**src/rtl/mult_unit.sv**
```systemverilog
// 32x32 sequential shift-add multiplier, signed or unsigned, one step per falling clock edge.
// The FSM idles until start, runs 32 steps, then holds done for one cycle while hi/lo hold the new product.
module mult_unit (
    input  logic        clk,
    input  logic        reset,
    input  logic        start,
    input  logic        signed_op,
    input  logic [31:0] a,
    input  logic [31:0] b,
    output logic        busy,
    output logic        done,
    output logic [31:0] hi,
    output logic [31:0] lo
);

    typedef enum logic [1:0] {StIdle, StRun, StDone} state_t;

    state_t      state;
    logic [31:0] mcand;
    logic [31:0] mplier;
    logic [64:0] acc;
    logic [5:0]  cnt;
    logic        neg;

    logic [31:0] a_mag;
    logic [31:0] b_mag;
    logic        neg_in;
    logic [32:0] upper_sum;
    logic [64:0] acc_next;
    logic [63:0] prod;

    always_comb begin
        a_mag  = (signed_op && a[31]) ? (32'd0 - a) : a;
        b_mag  = (signed_op && b[31]) ? (32'd0 - b) : b;
        // A zero operand always gives a positive result.
        neg_in = signed_op && (a[31] ^ b[31]) && (a != 32'd0) && (b != 32'd0);

        upper_sum = acc[64:32] + (mplier[0] ? {1'b0, mcand} : 33'd0);
        acc_next  = {1'b0, upper_sum, acc[31:1]};
        prod      = neg ? (64'd0 - acc_next[63:0]) : acc_next[63:0];
    end

    always_ff @(negedge clk) begin
        if (reset) begin
            state  <= StIdle;
            busy   <= 1'b0;
            done   <= 1'b0;
            hi     <= 32'd0;
            lo     <= 32'd0;
            mcand  <= 32'd0;
            mplier <= 32'd0;
            acc    <= 65'd0;
            cnt    <= 6'd0;
            neg    <= 1'b0;
        end else begin
            case (state)
                StIdle: begin
                    if (start) begin
                        mcand  <= a_mag;
                        mplier <= b_mag;
                        neg    <= neg_in;
                        acc    <= 65'd0;
                        cnt    <= 6'd0;
                        busy   <= 1'b1;
                        state  <= StRun;
                    end
                end
                StRun: begin
                    acc    <= acc_next;
                    mplier <= mplier >> 1;
                    cnt    <= cnt + 6'd1;
                    if (cnt == 6'd31) begin
                        hi    <= prod[63:32];
                        lo    <= prod[31:0];
                        busy  <= 1'b0;
                        done  <= 1'b1;
                        state <= StDone;
                    end
                end
                StDone: begin
                    done  <= 1'b0;
                    state <= StIdle;
                end
                default: begin
                    busy  <= 1'b0;
                    done  <= 1'b0;
                    state <= StIdle;
                end
            endcase
        end
    end

endmodule

```
**config.mk**
```make
export PLATFORM = sky130hd
export DESIGN_NAME = mult_unit
export DESIGN_NICKNAME = d
export VERILOG_FILES = /design/src/rtl/mult_unit.sv
export SDC_FILE = /design/constraint.sdc
export NUM_CORES = 1
export LEC_CHECK = 0
export CORE_ASPECT_RATIO = 1.2
export CORE_MARGIN = 2
export CORE_UTILIZATION = 35
export DETAILED_ROUTE_END_ITERATION = 16
export GPL_TIMING_DRIVEN = 0
export PLACE_DENSITY = 0.6
export SLEW_MARGIN = 5
export SYNTH_ARGS = -nofsm -noshare
export SYNTH_HDL_FRONTEND = slang
export SYNTH_SLANG_ARGS = --single-unit
```
**constraint.sdc**
```tcl
create_clock -name clk -period 11.85 [get_ports clk]
set_clock_uncertainty 0.1 [all_clocks]
set_input_delay 1.7775 -clock clk [delete_from_list [all_inputs] [get_ports clk]]
set_output_delay 1.7775 -clock clk [all_outputs]
set_load 0.02 [all_outputs]
```
==> results.cfg <==
[drt]
num_vias = 12300
drtPass1Iterations = 8
drt_wl_total_mm = 37.7
drc = 0
wl_per_cell_um = 16.5
first_iter_violations = 785
drtAntennaViolNets = 0
via_per_inst = 5.39

[layout]
n_fill_cell = 3467
drive_above_1_share_pct = 3.26
final_common_cell = nor2_1
most-common-layout-cells = nor2_1 (245), inv_1 (220), dfxtp_1 (202)
diodes = 0
area_growth_pct = 28.3
stdcell_count = 2289
final_cell_area_um2 = 15200
nNetsFinal = 1930

[global_route]
grt.total_usage_pct = 21.2
overflow = 0
grt_max_degree = 14
antenna_found_initial = 0
grt_pass1_wl_mm = 60.5
grt_pass1_vias = 12400

[placement]
gp_congestion = 0.910
place_hpwl_mm = 28.5
io_buffers = 132
dpl-instance-area_um2 = 13700
placed_cells = 2049

[synth]
yosysSeqAreaShare_pct = 34.2
yosysTopAreaCell = dfxtp_1
synth_edf_count = 0
yosysUniqueCellTypes = 79
yosys.area.top_type_share_pct = 34.2
yosysWarnings = 0
ys_top_cells_by_area = dfxtp_1 (34%), nor2_1 (7.8%), xor2_1 (6.9%)
synthCells = 1467
ys_seq_elements = 202
avgSynthCellArea_um2 = 8.06
synth_area_um2 = 11800
synth_nets = 1572
synth_flop_cell = dfxtp_1
ys_async_sr_fraction_pct = 0

[setup_path]
crit_chain = clkdlybuf4s50_1, or4_1, or3_1, nor4_1, nand2b_1, or3_1, nor4_1, nand3b_1, a22o_1, nand3_1, a21oi_1
crit_slowest_cell = or4_1
r2r_slack_ps = 6270
critPathTopFamily = simple AND/OR/NAND/NOR gates
crit_arrival_ps = 5240
path_buf_inv = 1
required_ps = 6240
crit_path_start_kind = input port
cp-end-kind = flip-flop
cpPeakStageDelay_ps = 590
path_class = input port to flip-flop
crit_fanout = 4

[clock_network]
cts_tree = yes
ctsHoldBuffers = 0
cts_setup_buffers = 0
clock_sinks = 202
cts_resized = 0
cts.clk_slew.worst_paths_ps = 30
cts_buffer_depth = 3
htree_levels = 1
clk_latency_ps = 590
cts_buffers = 23
cts_root_buffer = clkbuf_16

[timing]
final.setup.tns_ps = 0
setup_viol_count_final = 0
rsz0062_at_grt = no
hold_viol = 0
maxSlewViolCount = 0
tightestPinTransition_ps = 1210
max_slew_margin_pct = 18.8

[floorplan]
die_h_um = 205
die-area_um2 = 35300
ios = 134
row_count = 73
coreArea_um2 = 33200
initial_core_util_pct = 35.6
die_w_um = 172

[power]
ir_drop_v = 0.0000985
p_per_area_nw_per_um2 = 125
totalPowerFinal_w = 0.00190
leakage_nw = 6.36

[worst_hold_path]
worst_hold_path_type = flip-flop to flip-flop

[outcome]
status = completed

[job]
drv_cap = 0
## worst min-delay path, stage by stage (launching register included)
cell and delay [ps]:
dfxtp_1 290, nand2_1 50, a21oi_1 50
## per-stage QoR
stage          hold slack [ps]  util [%]  worst slack (ps)
2_1_floorplan              327         -              1530
4_1_cts                    355      45.7               999
5_1_grt                    372      45.7               747
6_report                   351      45.7              1010
3_3_place_gp               342      41.3               439
3_5_place_dp               349      41.3               405
## area by class of cell
type | count | area (um2) | area share (%)
clock buffers | 23 | 576 | 3.79
well taps | 450 | 563 | 3.71
repair buffers | 132 | 1320 | 8.70
plain buffers | 99 | 372 | 2.45
flip-flops and latches | 202 | 4040 | 26.6
clock inverters | 218 | 895 | 5.89
multi-input cells | 1151 | 7360 | 48.5
inverters | 14 | 52.6 | 0.346
## kinds of logic (layout without fill, tap and decap cells)
group                      after synthesis  in the layout  share of synthesized area, %
AOI/OAI and AO/OA                      437            437                          26.2
xor gates and xnor gates               124            124                          9.18
adders and majority gates               37             37                          3.98
buffers and inverters                  114            486                          3.62
DFF                                    202            202                          34.2
muxes                                    3              3                         0.264
and+or+nand+nor                        550            550                          22.6
## routing by layer
layer / global-route usage [%] / vias to the layer above / part of all wire [%]
met5: 0 / - / 0
met4: 9.27 / 0 / 2.7
met3: 4.48 / 70 / 6.3
met2: 34.9 / 386 / 47
met1: 26.6 / 5762 / 44
li1: - / 6128 / -
## path summary, 6_finish.rpt
| path | startpoint | end | depth (start not counted) |
|---|---|---|---|
| setup reg to reg | mplier[0]$_SDFFE_NP0P_ | hi[31]$_SDFFE_NP0P_ | 14 |
| hold reg to reg | mcand[29]$_SDFFE_NP0P_ | mcand[29]$_SDFFE_NP0P_ | 2 |
| hold / removal | mcand[29]$_SDFFE_NP0P_ | mcand[29]$_SDFFE_NP0P_ | 2 |
| setup / recovery | a[16] | neg$_SDFFE_NP0P_ | 11 |
## synth_stat cells, types with 14 or more instances
library cell  instances
xor2_1               93
inv_1                15
dfxtp_1             202
a222oi_1             31
nor3_1               27
nor2_1              245
clkbuf_1             97
nand2_1              83
o41ai_1              14
o31ai_1              27
and2_1               43
nand3_1              19
a22oi_1              65
a21oi_1              69
ha_1                 36
a211oi_1             84
a21o_1               17
or3_1                23
xnor2_1              31
o21ai_0              61
## sequential cells by signal (all words and copies together), names as in the netlist
signal,count
state,2
lo,32
cnt,6
busy,1
mplier,32
acc,63
neg,1
hi,32
done,1
mcand,32
## report_power, final
group / internal (W) / total (W) / switching, W
clock: 0.000472 / 0.000957 / 0.000485
combinational: 0.0000867 / 0.000228 / 0.000141
sequential: 0.000705 / 0.000717 / 0.0000115
Power figures use the tool's default switching activity.
==> RTL change: new RTL, same flow settings <==
Encoding of `state_t`: now one-hot (3 bits for 3 states).
--- a/src/rtl/mult_unit.sv
+++ b/src/rtl/mult_unit.sv
@@ -13,7 +13,7 @@
     output logic [31:0] lo
 );
 
-    typedef enum logic [1:0] {StIdle, StRun, StDone} state_t;
+    typedef enum logic [2:0] {StIdle = 3'b001, StRun = 3'b010, StDone = 3'b100} state_t;
 
     state_t      state;
     logic [31:0] mcand;
Function: same outputs for any inputs over 10 cycles, from zero or initial values and one cycle with reset high; not proved beyond that.
==> RTL change against the unedited design <==
Global-route usage down 0.27 points. Total power up 2.4%. Final cell count rose by 3.8%. Sequential share of layout area is 0.22 points lower. Synthesized area rose by 0.97%. Sequential cell count is 1 higher. First-iteration DRC count shrank 12%. Setup slack improved by 0.10 ns. Cell area rose by 1.3%. Routed wire length rose by 0.94%. Clock power is 6% higher. Critical endpoint is now mplier[31]$_SDFFE_NP0P_.
==> RTL change: results (changes against the unedited design) <==
- CTS Root Cell: clkbuf_16
- Max stage delay on crit path: 0.71 ns (+0.12 ns)
- Routed Wire Length: 38030 um (+0.94%)
- Clock Tree Buf Depth: 3 (unchanged)
- Placer Congestion: 0.8957 (-1.6%)
- DR pass1 iterations: 5 (-3)
- Peak VDD IR: 88.52 uV (-10%)
- First-pass GRT wire length: 61420 um (+1.4%)
- Post-synth ARST share: 0% (unchanged)
- Initial antenna violation count: 0 (unchanged)
- Layout fillers: 3438 (-0.84%)
- DR vias/cell: 5.257 (-2.5%)
- Vias in the first global route: 12350 (-0.49%)
- CP startpoint: b[2]
- H-tree depth: 1 (unchanged)
- Worst slew pin tran: 1.091 ns (-0.1195 ns)
- Share of cells above drive strength 1: 2.814% (-0.45 points)
- Sequential-to-total area share from yosys stat: 34.02% (-0.16 points)
- All-Layer GR Usage: 20.92% (-0.27 points)
- CP max-delay cell: nor4_1
- Synth area leaders: dfxtp_1 (34%), a21oi_1 (6.5%), xor2_1 (6.2%), nor2_1 (5.5%), a211oi_1 (5.4%)
- Worst min path class: flop to flop
- Top reg by flops: acc
- Post-CTS sizing: 0 (unchanged)
- Status: completed
- Max reg flops: 63 (unchanged)
- Unique masters post-synth: 68 (-14%)
- IO buf count: 132 (unchanged)
- Nets: 2007 (+4.0%)
- Worst-path maximum fanout: 6 (+2)
- Clk_lat worst skew: 0.59 ns (about the same)
- Clock transition at path regs: 0.03 ns (about the same)
- HPWL Detailed: 28970 um (+1.8%)
- Post-CTS setup buffers: 0 (unchanged)
- Ys Warns: 0 (unchanged)
- Largest net degree at the start of global routing: 14 (unchanged)
- Commonest cells in the synthesized netlist: dfxtp_1 (203), nor2_1 (176), nand2_1 (159)
- Syn_nets: 1648 (+4.8%)
- Hold Path Origin: mcand[31]$_SDFFE_NP0P_
- Reg-to-reg critical path startpoint: mplier[0]$_SDFFE_NP0P_
- Static Leak: 6.294 nW (-1.0%)
- Num CTS Buffers: 23 (unchanged)
- Top delay family on crit path: simple AND/OR/NAND/NOR gates
- 1st-iter DRT viols: 694 (-12%)
[RTL change: cell count changes in the layout (fill, tap and decap cells not counted), sizes merged, moves of 7 or more]
cell	delta
a21oi	+86
buf	+8
nand2	+77
xnor2	+22
nor2b	-7
a22oi	-33
or2	-10
inv	+10
xor2	-9
nor2	-69
a222oi	-31
nand3	+56
o21ai	-8
[RTL change: metrics by stage]
| step | worst slack [ns] | cell area, sq um | cells | hold slack, ns |
|---|---|---|---|---|
| after floorplan | 1.484 | 11950 | 1543 | 0.3273 |
| after global placement | 0.5021 | 13840 | 2131 | 0.3384 |
| after detailed placement | 0.4525 | 13840 | 2131 | 0.3400 |
| after CTS | 1.031 | 15370 | 2375 | 0.3428 |
| after global routing | 0.7319 | 15380 | 2375 | 0.3627 |
| final | 1.113 | 15380 | 2376 | 0.3440 |
[RTL change: area by class of cell]
type	count	area share [%]
buffer	110	2.708
antenna	1	0.01627
clock inverter	222	6.279
multi-input combinational	1208	48.03
tap	456	3.709
inverter	21	0.5124
timing repair buffer	132	8.589
clock buffer	23	3.741
sequential	203	26.42
[RTL change: layer usage]
metal,share of wire (%),vias up,wire [um],GRT usage (%)
li1,-,6303,-,-
met4,2.8,0,1071,9.646
met5,0,-,0,0
met2,47,350,17840,35.44
met1,44,5765,16870,25.01
met3,5.9,72,2246,5.206
[RTL change: worst min-delay path: stages, from the launching register on]
cell and delay [ns]:
dfxtp_1 0.29, nand2_1 0.05, a21oi_1 0.05
[RTL change: report_power, final]
part | switching (mW) | internal (mW)
Sequential | 0.0113 | 0.709
Clock | 0.475 | 0.535
Combinational | 0.138 | 0.0802
[RTL change: logic make-up (layout without fill, tap and decap cells)]
kind of cell               after synthesis  count (layout)  share of synthesized area, %
other                                    0               1                             0
xor gates and xnor gates               137             137                         10.05
buffers and inverters                  132             508                         4.179
adders and majority gates               37              37                         3.938
AOI/OAI and AO/OA                      447             447                         24.23
DFF                                    203             203                         34.02
muxes                                    3               3                        0.2514
and+or+nand+nor                        584             584                         23.34
[RTL change: path summary, 6_finish.rpt]
| path | depth (start not counted) | slack, ns | to |
|---|---|---|---|
| setup / recovery | 10 | 1.11 | mplier[31]$_SDFFE_NP0P_ |
| hold / removal | 2 | 0.34 | mcand[31]$_SDFFE_NP0P_ |
| setup reg to reg | 15 | 6.21 | hi[31]$_SDFFE_NP0P_ |
| hold reg to reg | 2 | 0.34 | mcand[31]$_SDFFE_NP0P_ |
